**config.mk**
```make
export PLATFORM = sky130hd
export DESIGN_NAME = conv_block_fixed_pipe
export DESIGN_NICKNAME = d
export VERILOG_FILES = /design/src/rtl/conv_block_fixed_pipe.sv
export SDC_FILE = /design/constraint.sdc
export NUM_CORES = 2
export LEC_CHECK = 0
export ABC_AREA = 0
export BUFFER_PORTS_ARGS = -buffer_cell sky130_fd_sc_hd__buf_2
export CAP_MARGIN = 20
export CELL_PAD_IN_SITES_DETAIL_PLACEMENT = 1
export CELL_PAD_IN_SITES_GLOBAL_PLACEMENT = 1
export CORE_MARGIN = 3
export CORE_UTILIZATION = 47
export CTS_BUF_LIST = sky130_fd_sc_hd__clkbuf_4
export DETAILED_ROUTE_END_ITERATION = 8
export PLACE_DENSITY = 0.79
export RECOVER_POWER = 50
export SLEW_MARGIN = 10
export SYNTH_ARGS = -nofsm -noshare
export SYNTH_HDL_FRONTEND = slang
export SYNTH_SLANG_ARGS = --single-unit
```
**constraint.sdc**
```tcl
create_clock -name i_clk -period 4.6 [get_ports i_clk]
set_input_delay 0.69 -clock i_clk [delete_from_list [all_inputs] [get_ports i_clk]]
set_output_delay 0.69 -clock i_clk [all_outputs]
set_load 0.01 [all_outputs]
```
**src/rtl/conv_block_fixed_pipe.sv**
```systemverilog
// Pipelined signed K x K convolution with double-buffered kernel, round/saturate to OUT_BITS.
// Build option: define CONV_ROUND_EN for round-half-up before the shift; otherwise the shift floors.
module conv_block_fixed_pipe #(
    parameter int NBIT        = 8,
    parameter int KERNEL_SIZE = 3,
    parameter int COEF_BITS   = 12,
    parameter int FRAC_BITS   = 10,
    parameter int OUT_BITS    = 8
) (
    input  logic                                        i_clk,
    input  logic                                        i_rst_n,
    input  logic [KERNEL_SIZE*KERNEL_SIZE*NBIT-1:0]      i_data,
    input  logic                                        i_data_valid,
    input  logic [KERNEL_SIZE*KERNEL_SIZE*COEF_BITS-1:0] i_kernel,
    input  logic                                        i_kernel_valid,
    input  logic                                        i_kernel_commit,
    output logic [OUT_BITS-1:0]                         o_pixel,
    output logic                                        o_pixel_valid,
    output logic                                        o_sat,
    output logic                                        o_kernel_pending
);

    localparam int TAPS   = KERNEL_SIZE * KERNEL_SIZE;
    localparam int CENTRE = TAPS / 2;
    localparam int PROD_W = NBIT + COEF_BITS + 1;
    localparam int SUM_W  = PROD_W + $clog2(TAPS);
    localparam int RND_W  = SUM_W + 1;

    localparam logic [COEF_BITS-1:0]    COEF_ONE = COEF_BITS'(1) << FRAC_BITS;
    localparam logic signed [RND_W-1:0] PIX_MAX  = RND_W'((1 << OUT_BITS) - 1);
`ifdef CONV_ROUND_EN
    localparam logic signed [RND_W-1:0] RND_BIAS = RND_W'(1) << (FRAC_BITS - 1);
`else
    localparam logic signed [RND_W-1:0] RND_BIAS = '0;
`endif

    logic [COEF_BITS-1:0] active_q [TAPS];
    logic [COEF_BITS-1:0] shadow_q [TAPS];
    logic                 pending_q;

    // Load with commit bypasses the shadow so the new taps are live on the next edge.
    always_ff @(posedge i_clk or negedge i_rst_n) begin
        if (!i_rst_n) begin
            for (int i = 0; i < TAPS; i++) begin
                active_q[i] <= (i == CENTRE) ? COEF_ONE : '0;
                shadow_q[i] <= '0;
            end
            pending_q <= 1'b0;
        end else if (i_kernel_valid) begin
            for (int i = 0; i < TAPS; i++) begin
                shadow_q[i] <= i_kernel[i*COEF_BITS +: COEF_BITS];
            end
            if (i_kernel_commit) begin
                for (int i = 0; i < TAPS; i++) begin
                    active_q[i] <= i_kernel[i*COEF_BITS +: COEF_BITS];
                end
                pending_q <= 1'b0;
            end else begin
                pending_q <= 1'b1;
            end
        end else if (i_kernel_commit && pending_q) begin
            for (int i = 0; i < TAPS; i++) begin
                active_q[i] <= shadow_q[i];
            end
            pending_q <= 1'b0;
        end
    end

    assign o_kernel_pending = pending_q;

    logic signed [PROD_W-1:0] prod_c [TAPS];

    always_comb begin
        prod_c = '{default: '0};
        for (int i = 0; i < TAPS; i++) begin
            prod_c[i] = $signed({{(COEF_BITS+1){1'b0}}, i_data[i*NBIT +: NBIT]})
                      * $signed({{(NBIT+1){active_q[i][COEF_BITS-1]}}, active_q[i]});
        end
    end

    logic signed [PROD_W-1:0] prod_q [TAPS];
    logic                     v1_q;

    always_ff @(posedge i_clk or negedge i_rst_n) begin
        if (!i_rst_n) begin
            v1_q <= 1'b0;
            for (int i = 0; i < TAPS; i++) begin
                prod_q[i] <= '0;
            end
        end else begin
            v1_q <= i_data_valid;
            if (i_data_valid) begin
                for (int i = 0; i < TAPS; i++) begin
                    prod_q[i] <= prod_c[i];
                end
            end
        end
    end

    logic signed [SUM_W-1:0] sum_c;
    logic signed [SUM_W-1:0] sum_q;
    logic                    v2_q;

    always_comb begin
        sum_c = '0;
        for (int i = 0; i < TAPS; i++) begin
            sum_c = sum_c + $signed({{(SUM_W-PROD_W){prod_q[i][PROD_W-1]}}, prod_q[i]});
        end
    end

    always_ff @(posedge i_clk or negedge i_rst_n) begin
        if (!i_rst_n) begin
            sum_q <= '0;
            v2_q  <= 1'b0;
        end else begin
            v2_q <= v1_q;
            if (v1_q) begin
                sum_q <= sum_c;
            end
        end
    end

    logic signed [RND_W-1:0] biased_c;
    logic signed [RND_W-1:0] shifted_c;
    logic [OUT_BITS-1:0]     pix_c;
    logic                    sat_c;

    always_comb begin
        biased_c  = $signed({sum_q[SUM_W-1], sum_q}) + RND_BIAS;
        shifted_c = biased_c >>> FRAC_BITS;
        pix_c     = shifted_c[OUT_BITS-1:0];
        sat_c     = 1'b0;
        if (shifted_c[RND_W-1]) begin
            pix_c = '0;
            sat_c = 1'b1;
        end else if (shifted_c > PIX_MAX) begin
            pix_c = '1;
            sat_c = 1'b1;
        end
    end

    logic [OUT_BITS-1:0] pix3_q;
    logic                sat3_q;
    logic                v3_q;

    // Products are formed on the sampling edge, so one more register after S3 gives latency 3.
    always_ff @(posedge i_clk or negedge i_rst_n) begin
        if (!i_rst_n) begin
            pix3_q        <= '0;
            sat3_q        <= 1'b0;
            v3_q          <= 1'b0;
            o_pixel       <= '0;
            o_sat         <= 1'b0;
            o_pixel_valid <= 1'b0;
        end else begin
            v3_q          <= v2_q;
            o_pixel_valid <= v3_q;
            if (v2_q) begin
                pix3_q <= pix_c;
                sat3_q <= sat_c;
            end
            if (v3_q) begin
                o_pixel <= pix3_q;
                o_sat   <= sat3_q;
            end
        end
    end

endmodule

```
Word level (Yosys, flattened, before mapping)
Cells that the tools add are included.
Storage, ports and cells
  register bits: 453
  bits of input ports: 185
  output and inout bits: 11
  logic and storage cells: 69
Operators by class
  $add $sub $neg: 8
  multiply operators: 9
  order comparisons: 1
  equal/unequal tests: 1
  mux-type cells: 10
  reduce and logical (&&, ||, !) cells: 3
Operators with widths (count)
  $mux 108: 3
  $mul 9x12->21: 9
  $add 25x21->25: 4
  $add 24x21->25: 1
  $add 23x21->24: 1
  $add 22x21->23: 1
  $add 21x21->22: 1
  $mux 8: 2
  $gt 15x9->1 const B: 1
  $mux 1: 5
  $ne 2x1->1 const B: 1
  $reduce_and 2->1: 1
  $reduce_bool 2->1: 1
  $logic_and 1x1->1: 1

Depth between registers and ports, before layout
  word-level depth: 8
  gate-level depth with buffers: 19
  mapped depth without buffers: 18

Worst setup path before layout
No wires, ideal clock.
  kind: input to register
  from: input i_data[56]
  to: register prod_q[39] (netlist bit)
  library setup time: 0.087 ns
  arrival time: 4.925 ns
  required time: 4.513 ns
  path slack: -0.412 ns
  stages: 17
  buffers on the path: 1
  cells stage by stage: clkbuf_1 > nand2_1 > inv_1 > fa_1 > inv_1 > fa_1 > inv_1 > fa_1 > fa_1 > ha_1 > a21oi_1 > o21ai_0 > or3_1 > o21a_1 > a21oi_1 > mux2_2 > o211ai_1
On the way
  cells in the longest elaborated chain, start to end: 1
Ends and longest elaborated chain
  start, declared: RTL line 12  | input logic [KERNEL_SIZE*KERNEL_SIZE*NBIT-1:0] i_data,
  $mul 9x12->21: RTL line 77  | * $signed({{(NBIT+1){active_q[i][COEF_BITS-1]}}, active_q[i]});
  end signal, assigned by index: RTL line 94  | prod_q[i] <= prod_c[i];
  end, declared: RTL line 81  | logic signed [PROD_W-1:0] prod_q [TAPS];
Every way passes these cells.
A chain may end at the register's enable or synchronous reset.

Worst setup path in the final report
  from: register active_q[43] (netlist bit)
  to: register prod_q[81] (netlist bit)
On the way
  cells in the longest elaborated chain, start to end: 1
Ends and longest elaborated chain
  start, declared: RTL line 37  | logic [COEF_BITS-1:0] active_q [TAPS];
  start signal, assigned by index: RTL line 45  | active_q[i] <= (i == CENTRE) ? COEF_ONE : '0;
  start signal, assigned by index: RTL line 55  | active_q[i] <= i_kernel[i*COEF_BITS +: COEF_BITS];
  start signal, assigned by index: RTL line 63  | active_q[i] <= shadow_q[i];
  $mul 9x12->21: RTL line 77
Every way passes these cells.

==> results by group <==
Detailed routing
  • Post-detailed-route count of antenna-violating nets: 0
  • 1st-iter DRT viols: ~2600
  • Routed WL: approximately 190000 um
  • Average wire per standard cell: 24.46 um
  • Routed vias/inst: 5.515
  • Drt pass-1 iters: 5
  • Post-route DRC: 0
  • Vias: around 44000

Worst setup path
  • Critical Path End Type: register
  • Crit path buf inv count: 5
  • Arr. time, crit path: between 5000 and 6000 ps
  • Delay-heaviest family, CP: adder cells
  • Slowest stage delay, CP: between 500 and 600 ps
  • Worst EP required: 5650 ps
  • CP max stage cell: fa_1
  • Setup CP Type: register to register
  • Top cell by count, worst path: fa_1
  • Crit-path cells: buf_6, nand2_2, fa_1, inv_1, fa_1, fa_1, inv_2, fa_1, inv_2, ha_4, o21a_1, o31ai_4, buf_6, a211oi_2, o21ai_2, a21oi_2, nor3_2, o31ai_1
  • Worst Path Max Fanout: 4
  • Startpoint Class: register

Clocking
  • CTS Buffer Depth: 3
  • CTS buffer count: between 100 and 150
  • CTS tree: built
  • Clock transition at path regs: 90 ps
  • Clk sinks: 443
  • H-tree depth: 4
  • Skew-Pair Late Insertion Delay: ~1200 ps
  • Clock root buffer: clkbuf_4

Floorplan
  • Core region area: 111600 um^2
  • Horiz. Die Dim: 342.6 um
  • Die area: 117400 um^2
  • IO Pins: roughly 200
  • Starting Density: 0.4773
  • Die H: roughly 340 um
  • Row cnt: 122

STA
  • Final hold viol count: 0
  • Slew Limit Fails: 42
  • Max-slew headroom: -0.7865
  • Setup Skew: between 90 and 100 ps
  • Fmax: a little over 200 MHz
  • Final Worst Setup Slack: -303.3 ps
  • Final setup fails: 54
  • Final worst-path cycle share: 1.066
  • Final min period: slightly below 5000 ps
  • Unrepaired setup endpoints after global routing: true
  • Worst slew pin tran: about 2700 ps

GRT
  • Pin count of the biggest net entering global routing: 100
  • GRT Total Usage: 0.2873
  • Total grt overflow: 0
  • Initial antenna violation count: 6
  • First-pass GRT wire length: around 260000 um
  • Vias in the first global route: just under 50000

Synthesis
  • Prevailing post-synth register cell: dfrtp_1
  • Synth warn: 0
  • Register area share after synthesis: 0.2082
  • Post-synth cell types: 69
  • Post-synth EDFFs: 0
  • Syn_nets: 6836
  • Syn Area/Cell: ~10 um^2
  • Post-Synthesis Cells: 5400
  • Area of the mapped netlist: between 50000 and 60000 um^2
  • FFs w/ async S/R, synth: 1.000
  • #FFs+latches synth: about 440

Place
  • Placer Congestion: ~0.89
  • Hpwl dp: 126300 um
  • Port Buffers: just under 200

Status
  • Status: complete, but fails checks
  • Failing checks: capacitance limit, slew limit, setup timing

Finish
  • Core Util, Final: 0.5961
  • Final nets: 7801
  • Share of layout cells above drive strength 1: 0.3035
  • Fillers: 12130
  • Area Growth Syn to Fin: 24.90%

Hold path
  • Worst hold path class: input port to register

Run
  • Max-cap viol count: 1
[registers in the layout, indices dropped and copies added, names as in the netlist]
register,cells
active_q,108
sat3_q,1
v3_q,1
o_pixel_valid,1
o_kernel_pending,1
o_pixel,8
sum_q,15
v2_q,1
v1_q,1
shadow_q,108
pix3_q,8
prod_q,189
o_sat,1
[cells by family (layout without fill, tap and decap cells)]
family / after synthesis / in the layout / share of synthesized area
AOI/OAI and AO/OA: 476 / 476 / 0.06007
xor gates and xnor gates: 139 / 139 / 0.02286
adders and majority gates: 1251 / 1251 / 0.4139
buffers and inverters: 1516 / 2577 / 0.1069
DFF: 443 / 443 / 0.2082
muxes: 340 / 340 / 0.07161
other: 0 / 8 / 0
and+or+nand+nor: 1235 / 1235 / 0.1165
[cells in the mapped netlist, drive strengths merged, types with 5 or more instances]
cell,instances,area [um^2]
mux2i,12,120.1
ha,400,5005
nand2b,8,50.05
nand3b,5,37.54
nor4,12,75.07
or3,23,143.9
o31a,6,52.55
o31ai,34,275.3
nor3,33,165.2
nand3,47,235.2
a21o,61,457.9
a31oi,21,131.4
o2111ai,8,70.07
dfrtp,442,11060
a21boi,5,37.53
xnor2,98,858.3
nor2,103,386.6
a2111oi,6,152.6
mux2,328,3694
a211oi,24,195.2
o22ai,5,31.28
fa,851,17040
and4,9,78.83
inv,1347,5056
and2,473,2959
nor2b,13,81.33
nand2,485,1821
or2,5,31.28
a311o,7,70.07
a21oi,110,550.5
and3,7,43.79
clkbuf,160,600.6
xor2,41,359.1
buf,9,37.53
o21a,40,300.3
o21ai,117,589.3
[metrics by stage]
step,std cells,instance area [um^2],worst slack [ps],TNS [ps],hold slack (ps)
2_1_floorplan,5400,54140,-123.4,-775.8,351.9
3_3_place_gp,7472,60480,-402.8,-21460,476.1
3_5_place_dp,7472,60480,-574.2,-35230,478.2
4_1_cts,7859,63940,-3.714,-3.714,4.941
5_1_grt,7957,66520,-407.6,-15040,140.5
6_report,7957,66520,-303.3,-4807,175.0
[layout make-up]
class,instances,area (um^2),share of cell area
diodes,8,20.02,0.0003010
clock buffers,186,1396,0.02099
clock inverters,47,287.8,0.004326
inverters,1347,5059,0.07605
multi-input cells,3441,39040,0.5870
flip-flops and latches,443,11180,0.1680
well taps,1488,1862,0.02799
repair buffers,997,7674,0.1154
[path summary, 6_finish.rpt]
| path | startpoint | to | slack [ps] | depth (start not counted) |
|---|---|---|---|---|
| setup / recovery | active_q[43]$_DFFE_PN0P_ | prod_q[81]$_DFFE_PN0P_ | -300 | 18 |
| hold / removal | i_data[48] | prod_q[42]$_DFFE_PN0P_ | 170 | 4 |
| setup reg to reg | active_q[43]$_DFFE_PN0P_ | prod_q[81]$_DFFE_PN0P_ | -300 | 18 |
| hold reg to reg | shadow_q[27]$_DFFE_PN0P_ | shadow_q[27]$_DFFE_PN0P_ | 480 | 1 |
| max in group asynchronous | i_rst_n | prod_q[163]$_DFFE_PN0P_ | 3210 | 3 |
| min in group asynchronous | i_rst_n | shadow_q[39]$_DFFE_PN0P_ | 200 | 2 |
[per-layer routing]
layer	vias to the layer above	global-route usage	part of all wire
met2	1784	0.5295	0.53
met5	-	0	0.00015
met4	4	0.1372	0.071
met3	881	0.04607	0.052
li1	18410	-	-
met1	22800	0.3223	0.35
[what timing repair did]
action	4_1_cts	5_1_grt
setup endpoints to repair	69	93
hold endpoints to repair	313	0
resized for setup	94	479
hold buffers	126	0
pin swaps	54	292
buffers inserted	28	93
[placed cells by master (no fill, tap or decap), types with 19 or more instances in the layout]
master         Yosys  final
o21a_1            40     37
nor2_1           103     95
xor2_1            41     33
fa_1             851    804
o31ai_1           30     19
nor3_1            33     30
mux2_2           328    295
o21ai_0          110     82
nand2_1          485    439
buf_6              0     32
ha_1             400    331
dlygate4sd3_1      0    126
a21o_1            61     60
o21ai_2            1     19
ha_4               0     58
clkbuf_4           0    186
nand2_2            0     35
and2_4             0     36
inv_2              0     83
nand3_1           47     35
a21oi_1          110     61
inv_1           1347   1264
a21oi_2            0     37
dfrtp_2            0     71
xnor2_1           98     89
mux2_4             0     21
and2_1           473    436
buf_2              3    194
buf_12             0     19
fa_2               0     47
dfrtp_1          442    371
clkinv_1           0     22
buf_4              0    620
[worst min-delay path, cell delays in order]
cell     delay, ps
buf_2          200
buf_4          180
nand3_1        120
o21ai_0        110
Power is not shown: default switching activity piles up to over one toggle a cycle in this logic, so the estimate is an artifact.
